$ cat src/rtl/hv_sched.sv
// hv_sched: job sequencer for the hypervector datapath.
// Item-memory fill, run/drain with idle timeout, status readback.
module hv_sched #(
  parameter int ITEM_W  = 16,
  parameter int ADDR_W  = 20,
  parameter int TIMEOUT = 1000000
) (
  input  logic              clk,
  input  logic              rst,
  input  logic              start,
  input  logic              abort,
  input  logic              clear,
  input  logic [ITEM_W-1:0] cfg_item_num,
  input  logic [ADDR_W-1:0] cfg_addr_i,
  input  logic [ADDR_W-1:0] cfg_addr_j,
  input  logic              get_v,
  input  logic              get_fin,
  input  logic              out_hs,
  input  logic              out_last,
  output logic              gen,
  output logic              run,
  output logic [ITEM_W-1:0] item_a,
  output logic [ADDR_W-1:0] addr_i,
  output logic [ADDR_W-1:0] addr_j,
  output logic              busy,
  output logic              done,
  output logic              err,
  output logic [2:0]        state_o,
  output logic [31:0]       cycle_cnt
);

  localparam int TO_W = $clog2(TIMEOUT + 1);

  typedef enum logic [2:0] {
    S_IDLE  = 3'd0,
    S_GEN   = 3'd1,
    S_RUN   = 3'd2,
    S_DRAIN = 3'd3,
    S_DONE  = 3'd4
  } state_t;

  state_t            state;
  state_t            state_n;
  logic [ITEM_W-1:0] num_q;
  logic [TO_W-1:0]   tcnt;
  logic              in_run;
  logic              busy_s;
  logic              act;
  logic              last_beat;
  logic              start_ok;
  logic              to_hit;
  logic              launch;
  logic              set_err;

  assign state_o = state;

  always_comb begin
    in_run    = (state == S_RUN) || (state == S_DRAIN);
    busy_s    = in_run || (state == S_GEN);
    act       = get_v | get_fin | out_hs;
    last_beat = out_hs & out_last;
    start_ok  = start && (cfg_item_num != '0);
    to_hit    = in_run && !act
             && (tcnt == TO_W'(TIMEOUT - 1));
    state_n   = state;
    launch    = 1'b0;
    set_err   = 1'b0;
    if (busy_s && abort) begin
      state_n = S_IDLE;
      set_err = 1'b1;
    end else if (to_hit) begin
      state_n = S_IDLE;
      set_err = 1'b1;
    end else begin
      unique case (state)
        S_IDLE: begin
          if (start_ok) begin
            launch  = 1'b1;
            state_n = S_GEN;
          end else if (start) begin
            set_err = 1'b1;
          end
        end
        S_GEN: begin
          if (item_a == num_q - 1'b1)
            state_n = S_RUN;
        end
        S_RUN: begin
          if (get_fin && last_beat)
            state_n = S_DONE;
          else if (get_fin)
            state_n = S_DRAIN;
        end
        S_DRAIN: begin
          if (last_beat)
            state_n = S_DONE;
        end
        S_DONE: begin
          // a valid start outranks clear
          if (start_ok) begin
            launch  = 1'b1;
            state_n = S_GEN;
          end else begin
            set_err = start;
            if (clear)
              state_n = S_IDLE;
          end
        end
        default: state_n = S_IDLE;
      endcase
    end
  end

  always_ff @(posedge clk) begin
    if (rst) begin
      state     <= S_IDLE;
      gen       <= 1'b0;
      run       <= 1'b0;
      busy      <= 1'b0;
      done      <= 1'b0;
      err       <= 1'b0;
      item_a    <= '0;
      num_q     <= '0;
      addr_i    <= '0;
      addr_j    <= '0;
      cycle_cnt <= '0;
      tcnt      <= '0;
    end else begin
      state <= state_n;
      gen   <= (state_n == S_GEN);
      run   <= (state_n == S_RUN)
            || (state_n == S_DRAIN);
      busy  <= (state_n == S_GEN)
            || (state_n == S_RUN)
            || (state_n == S_DRAIN);
      if (launch) begin
        num_q     <= cfg_item_num;
        addr_i    <= cfg_addr_i;
        addr_j    <= cfg_addr_j;
        item_a    <= '0;
        cycle_cnt <= '0;
      end else begin
        if (state == S_GEN && state_n == S_GEN)
          item_a <= item_a + 1'b1;
        if (busy_s)
          cycle_cnt <= cycle_cnt + 32'd1;
      end
      if (in_run && !act && !to_hit && !abort)
        tcnt <= tcnt + 1'b1;
      else
        tcnt <= '0;
      if (set_err)
        err <= 1'b1;
      else if (launch || clear)
        err <= 1'b0;
      if (launch)
        done <= 1'b0;
      else if (state_n == S_DONE && state != S_DONE)
        done <= 1'b1;
      else if (clear)
        done <= 1'b0;
    end
  end

endmodule
$ cat config.mk
export PLATFORM = sky130hd
export DESIGN_NAME = hv_sched
export DESIGN_NICKNAME = d
export VERILOG_FILES = /design/src/rtl/hv_sched.sv
export SDC_FILE = /design/constraint.sdc
export NUM_CORES = 1
export LEC_CHECK = 0
export CAP_MARGIN = 20
export CORE_ASPECT_RATIO = 0.5
export CORE_UTILIZATION = 40
export CTS_CLUSTER_SIZE = 14
export DETAILED_ROUTE_END_ITERATION = 6
export PLACE_DENSITY = 0.8
export SKIP_CTS_REPAIR_TIMING = 1
export SYNTH_ARGS = -nofsm -noshare
export SYNTH_HDL_FRONTEND = slang
export SYNTH_SLANG_ARGS = --single-unit
$ cat constraint.sdc
create_clock -name clk -period 3.4 [get_ports clk]
set_clock_uncertainty 0.15 [all_clocks]
set_input_delay 0.51 -clock clk [delete_from_list [all_inputs] [get_ports clk]]
set_output_delay 0.51 -clock clk [all_outputs]
set_load 0.03 [all_outputs]
==> results by group, run 1 <==
Finish
  • Fin nets: ~940
  • Area grow syn2layout: 41.07%
  • Share of cells above drive strength 1: 0.05530
  • Area of the multi-input gates: approximately 0.003 sq mm
  • Register Area: ~0.0026 sq mm
  • Antenna Diode Count: 0
  • Finished Cell Area: roughly 0.008 sq mm
  • Fill count: roughly 1100

GRT
  • Met2 usage: 0.3750
  • Grt peak-use layer: met2
  • Initial antenna violation count: 0
  • First-pass GRT wire length: roughly 25000 um
  • Met3 Track Usage GR: 0.03680
  • GRT met1 Usage: 0.2470
  • Pin count of the biggest net entering global routing: 57
  • Vias in the first global route: 5182
  • GRT Residual Overflow: 0
  • Total GRT Usage: 0.2079

Worst setup path
  • WP buf/inv: 2
  • Worst Setup End Kind: flip-flop
  • CP required: about 3600 ps
  • Reg-to-reg endpoint: item_a[4]
  • R2r worst-path depth: 10
  • CP Class: flip-flop to flip-flop
  • Worst reg2reg setup slack: between 200 and 300 ps
  • Slowest stage delay, CP: between 500 and 600 ps
  • CP max-delay cell: or4b_1
  • Startpoint types: flip-flop
  • Worst Setup EP: item_a[4]
  • Worst-path maximum fanout: 32
  • Most common cell on crit path: nor4_4
  • FF-to-FF Start: num_q[0]
  • Critical path depth in cells: 10
  • Arr. time, crit path: between 3000 and 4000 ps
  • Crit path from: num_q[0]
  • Cells along the critical path: inv_1 > ha_1 > or4b_1 > nor4_4 > xnor2_1 > a2111o_1 > nor4_4 > buf_4 > o21ai_0 > a21oi_1
  • CP top delay family: simple AND/OR/NAND/NOR gates

Synth
  • Synth Instances: approximately 720
  • Mapped Area: 0.005807 sq mm
  • Post-synth ARST share: 0
  • YS warnings: 0
  • Flops & latches, synth: 132
  • Post-synth EDFFs: 0
  • Prevailing post-synth register cell: dfxtp_1
  • Syn Area/Cell: just over 8 sq um
  • Count of different cell masters after synthesis: 46
  • Syn nets: 786
  • Sequential area share after synthesis: 0.4551

Clock network
  • CTS tree: yes
  • Worst-Skew Late Latency: around 430 ps
  • Total clock sinks: approximately 130
  • # H-tree levels: 4
  • CTS buffer count: 17
  • CTS clk-pin slew, worst paths: ~60 ps
  • Clock buffer depth: 2
  • Clk root buf: clkbuf_16

Status
  • Status: finished, final reports clean

Floorplanning
  • Die area: 0.01503 sq mm
  • Row count: 30
  • Core ar.: approximately 0.014 sq mm
  • Horiz. Die Dim: between 150 and 200 um
  • Initial core utilization: 0.4192
  • Die boundary height: between 80 and 90 um
  • IO Pins: between 150 and 200

Hold path
  • HP Class: flip-flop to flip-flop

Placed design
  • Dpl hpwl: ~11000 um
  • PortBufs: 160
  • RePlAce Congestion: between 0.8 and 0.9
  • Placement Cell Area: about 0.0076 sq mm

STA
  • Worst-Margin Slew: 890.2 ps
  • Final setup fails: 0
  • Final setup TNS: 0 ps
  • Min cycle time layout: 3128 ps
  • Final Hold Viols: 0
  • Fin. max-slew vios: 0
  • Crit share post-route: 0.9199
  • Unrepaired setup endpoints after global routing: no
  • F_max: ~0.32 GHz
  • Relative slew slack: 0.4010

Drt
  • 1st-pass router iterations: 4
  • Vias per inst: around 5.1
  • Wire per inst: 14.22 um
  • Drt first-iter violations: between 300 and 400
  • Aggregate routed wire length: about 15000 um
  • Detailed-route DRC error count: 0
  • Post-route antenna net violation count: 0
  • Vias: around 5500

Power and ir drop
  • VDD IR-drop max: between 0.0003 and 0.0004 V
  • P_leak: a little under 3 nW
  • Design Power: approximately 4.1 mW
  • PwrDens: around 500 mW/mm^2

Flow run
  • Max Cap Viol: 0
[cell type report]
class                           count  share of cell area
Timing Repair Buffer              171              0.2050
Clock buffer                       19             0.05285
Inverter                            9            0.004124
Multi-Input combinational cell    542              0.3652
Tap cell                          192             0.02933
Sequential cell                   132              0.3226
Clock inverter                     13             0.02093
[stage by stage]
step | setup slack [ps] | util | hold slack [ps] | std cells
after global placement | 357.8 | 0.5478 | 276.5 | 1046
after CTS | 285.5 | 0.5914 | 304.2 | 1078
after detailed placement | 309.9 | 0.5478 | 292.3 | 1046
after global routing | 65.32 | 0.5914 | 316.7 | 1078
after floorplan | 530.3 | - | 267.5 | 717
final | 272.3 | 0.5914 | 302.3 | 1078
[power breakdown]
| group | internal, mW | switching [mW] | total, mW |
|---|---|---|---|
| combinational | 0.252 | 0.321 | 0.573 |
| clock | 1.17 | 0.730 | 1.90 |
| sequential | 1.61 | 0.0443 | 1.65 |
[state kept, by name (all words and copies together) (netlist names)]
signal,cells
run,1
done,1
busy,1
tcnt,20
addr_i,20
cycle_cnt,32
gen,1
state_o,3
addr_j,20
item_a,16
err,1
num_q,16
[kinds of logic (layout without fill, tap and decap cells)]
group | after synthesis | count (layout) | share of synthesized area
compound gates | 123 | 123 | 0.1185
xor+xnor | 66 | 66 | 0.09955
buf+inv | 43 | 212 | 0.03081
flops | 132 | 132 | 0.4551
fa+ha+maj | 4 | 4 | 0.008619
simple gates | 349 | 349 | 0.2874
[synth_stat cells (4+ instances only)]
master / instances / share of area
nand2_1: 144 / 0.093
dfxtp_1: 132 / 0.46
a21oi_1: 79 / 0.068
nor2_1: 68 / 0.044
xnor2_1: 33 / 0.050
xor2_1: 33 / 0.050
clkbuf_1: 25 / 0.016
nand3_1: 24 / 0.021
and3_1: 18 / 0.019
nand4_1: 18 / 0.019
or3_1: 17 / 0.018
o21ai_0: 16 / 0.014
nor3_1: 13 / 0.011
or4_1: 12 / 0.016
nor4_1: 10 / 0.011
inv_1: 9 / 0.0058
nand2b_1: 7 / 0.0075
buf_1: 5 / 0.0032
o211ai_1: 5 / 0.0065
o21ai_1: 5 / 0.0043
and2_1: 4 / 0.0043
ha_1: 4 / 0.0086
nor2b_1: 4 / 0.0043
[cells in the final DEF (no fill, tap or decap), types with 3 or more instances in the layout]
cell type / synthesis / final
a211oi_1: 3 / 3
a21oi_1: 79 / 79
and2_1: 4 / 4
and3_1: 18 / 17
and4_1: 3 / 3
buf_4: 0 / 11
bufinv_16: 0 / 3
clkbuf_16: 0 / 17
clkdlybuf4s50_1: 0 / 159
dfxtp_1: 132 / 132
ha_1: 4 / 4
inv_1: 9 / 9
inv_6: 0 / 6
nand2_1: 144 / 144
nand2b_1: 7 / 7
nand3_1: 24 / 23
nand4_1: 18 / 18
nor2_1: 68 / 68
nor2b_1: 4 / 4
nor3_1: 13 / 13
nor4_1: 10 / 10
o211ai_1: 5 / 5
o21ai_0: 16 / 16
o21ai_1: 5 / 5
or3_1: 17 / 17
or4_1: 12 / 12
xnor2_1: 33 / 33
xor2_1: 33 / 33
[metal layers]
metal | share of wire | up-vias
met3 | 0.027 | 27
met2 | 0.51 | 94
met1 | 0.45 | 2581
li1 | - | 2782
met4 | 0.018 | 0
met5 | 0 | -
[worst min path at each step]
stage / startpoint / end / cells past startpoint
after floorplan: tcnt[0] / tcnt[0] / 1
after global placement: tcnt[0] / tcnt[0] / 1
after detailed placement: tcnt[0] / tcnt[0] / 1
after CTS: addr_j[1] / addr_j[1] / 2
after global routing: addr_j[3] / addr_j[3] / 2
final: tcnt[0] / tcnt[0] / 1
No activity file was read; power rests on OpenSTA's default activity.
==> run 2: changes to the inputs <==
- CELL_PAD_IN_SITES_DETAIL_PLACEMENT: not set -> 0
- CELL_PAD_IN_SITES_GLOBAL_PLACEMENT: not set -> 1
- CORE_UTILIZATION: 40 -> 35
- GPL_TIMING_DRIVEN: not set -> 0
- MAX_ROUTING_LAYER: not set -> met4
- PLACE_DENSITY: 0.8 -> 0.91
==> results by group, run 2 (synthesis gave the netlist of run 1 again) <==
Status
  • Status: finished, final reports clean

Floorplanning
  • Die area: about 0.017 sq mm
  • Row count: 32
  • Die boundary height: ~93 um
  • IO Pins: around 160
  • Core ar.: approximately 0.016 sq mm
  • Horiz. Die Dim: between 150 and 200 um
  • Initial core utilization: 0.3672

Drt
  • Vias per inst: 4.965
  • Aggregate routed wire length: approximately 16000 um
  • Vias: 5605
  • Detailed-route DRC error count: 0
  • 1st-pass router iterations: 4
  • Post-route antenna net violation count: 0
  • Drt first-iter violations: between 200 and 300
  • Wire per inst: ~14 um

Placed design
  • PortBufs: roughly 160
  • Cell count after placement: roughly 1100
  • Dpl hpwl: about 12000 um
  • Placement Cell Area: roughly 0.0077 sq mm
  • RePlAce Congestion: 0.8634

Clock network
  • Clk root buf: clkbuf_16
  • Worst-Skew Late Latency: 420 ps
  • # H-tree levels: 4
  • CTS tree: yes
  • CTS buffer count: 17
  • Total clock sinks: roughly 130
  • CTS clk-pin slew, worst paths: ~60 ps
  • Clock buffer depth: 2

GRT
  • GRT Residual Overflow: 0
  • Vias in the first global route: 5418
  • Total GRT Usage: 0.2007
  • First-pass GRT wire length: around 26000 um
  • Initial antenna violation count: 0
  • Pin count of the biggest net entering global routing: 17

Finish
  • Area grow syn2layout: 43.27%
  • Largest Register: cycle_cnt
  • Most common cell after layout, fill and taps aside: clkdlybuf4s50_1
  • Max reg flops: 32
  • Final std cells w/o fill: 1129
  • Finished Cell Area: a little over 0.008 sq mm
  • Most frequent cells in the layout: clkdlybuf4s50_1, nand2_1, dfxtp_1
  • Share of cells above drive strength 1: 0.04515
  • Fill count: roughly 1400
  • Fin nets: approximately 960
  • Antenna Diode Count: 0

Worst setup path
  • Startpoint types: flip-flop
  • Arr. time, crit path: 3400 ps
  • CP Class: flip-flop to flip-flop
  • Slowest stage delay, CP: approximately 550 ps
  • CP max-delay cell: or4b_1
  • Worst Setup End Kind: flip-flop
  • Cells along the critical path: inv_1 > ha_1 > or4b_1 > nor4_4 > xnor2_1 > a2111o_1 > nor4_4 > buf_6 > buf_6 > o211ai_1 > nand2_1
  • Worst-path maximum fanout: 10
  • CP required: between 3000 and 4000 ps

STA
  • Fin. max-slew vios: 0
  • F_max: ~0.31 GHz
  • Unrepaired setup endpoints after global routing: no
  • Worst-Margin Slew: between 700 and 800 ps
  • Final setup TNS: 0 ps
  • Min cycle time layout: between 3000 and 4000 ps
  • Crit share post-route: 0.9388
  • Relative slew slack: 0.4650
  • Final setup fails: 0
  • Final Hold Viols: 0

Power and ir drop
  • Switching share of power: 0.2540
  • P_leak: just under 3 nW
  • PwrDens: approximately 500 mW/mm^2
  • Internal: 3.141 mW
  • Seq pwr share: 0.392
  • Clk pwr share: 0.470
  • Logic gate share of total power: 0.138
  • Sw Pwr: between 1 and 1.5 mW
  • VDD IR-drop max: 0.0003771 V

Flow run
  • Max Cap Viol: 0

Hold path
  • HP Class: flip-flop to flip-flop
-- run 2: changes by cell type in the layout (fill, tap and decap cells not counted), sizes merged --
cell      before  now
bufinv         3    4
buf           12    9
clkinv         2    4
clkinvlp       2    4
inv           15    9
clkbuf        19   45
-- run 2: power by group through the flow --
stage	clock [mW]	combinational, mW	sequential [mW]
CTS	2.01	0.582	1.65
floorplan	0	0.258	1.76
detailed placement	0	0.580	1.68
finish	1.98	0.579	1.65
global route	2.08	0.633	1.66
global placement	0	0.573	1.68
-- run 2: worst max-delay path: cells and delay by family (launching register included) --
kind | cells | cell delay, ps
flip-flops | 1 | 360
AO/OA/AOI/OAI | 2 | 570
AND/OR/NAND/NOR | 4 | 1340
XOR/XNOR | 1 | 90
adder cells (fa/ha/maj) | 1 | 200
buffers and inverters | 3 | 420
-- run 2: area by class of cell --
type / instances / area (sq um) / area share
Buffer: 34 / 145.1 / 0.01745
Clock buffer: 20 / 466.7 / 0.05610
Clock inverter: 12 / 177.7 / 0.02136
Inverter: 9 / 33.78 / 0.004061
Multi-Input combinational cell: 542 / 2985 / 0.3589
Sequential cell: 132 / 2643 / 0.3176
Tap cell: 221 / 276.5 / 0.03324
Timing Repair Buffer: 159 / 1592 / 0.1913
-- run 2: worst paths after layout --
check / from / to / slack (ps) / depth (start not counted)
max: num_q[0] / item_a[7] / 210 / 11
max reg2reg: num_q[0] / item_a[7] / 210 / 11
min: addr_i[6] / addr_i[6] / 300 / 2
min reg2reg: addr_i[6] / addr_i[6] / 300 / 2
-- run 2: layer usage --
layer	vias up	wire length [um]	track usage
li1	2825	-	-
met1	2642	7424	0.2499
met2	118	7689	0.3232
met3	20	640	0.04634
met4	0	267	0.06528
met5	-	0	-
-- run 2: metrics by stage --
stage / setup WS, ps / total power, mW / util / hold slack [ps]
finish: 208.0 / 4.210 / 0.5260 / 303.1
global route: 10.91 / 4.368 / 0.5260 / 321.2
CTS: 180.8 / 4.242 / 0.5260 / 303.6
detailed placement: 141.7 / 2.265 / 0.4853 / 296.4
global placement: 185.5 / 2.254 / 0.4853 / 282.0
floorplan: 530.3 / 2.019 / - / 267.5
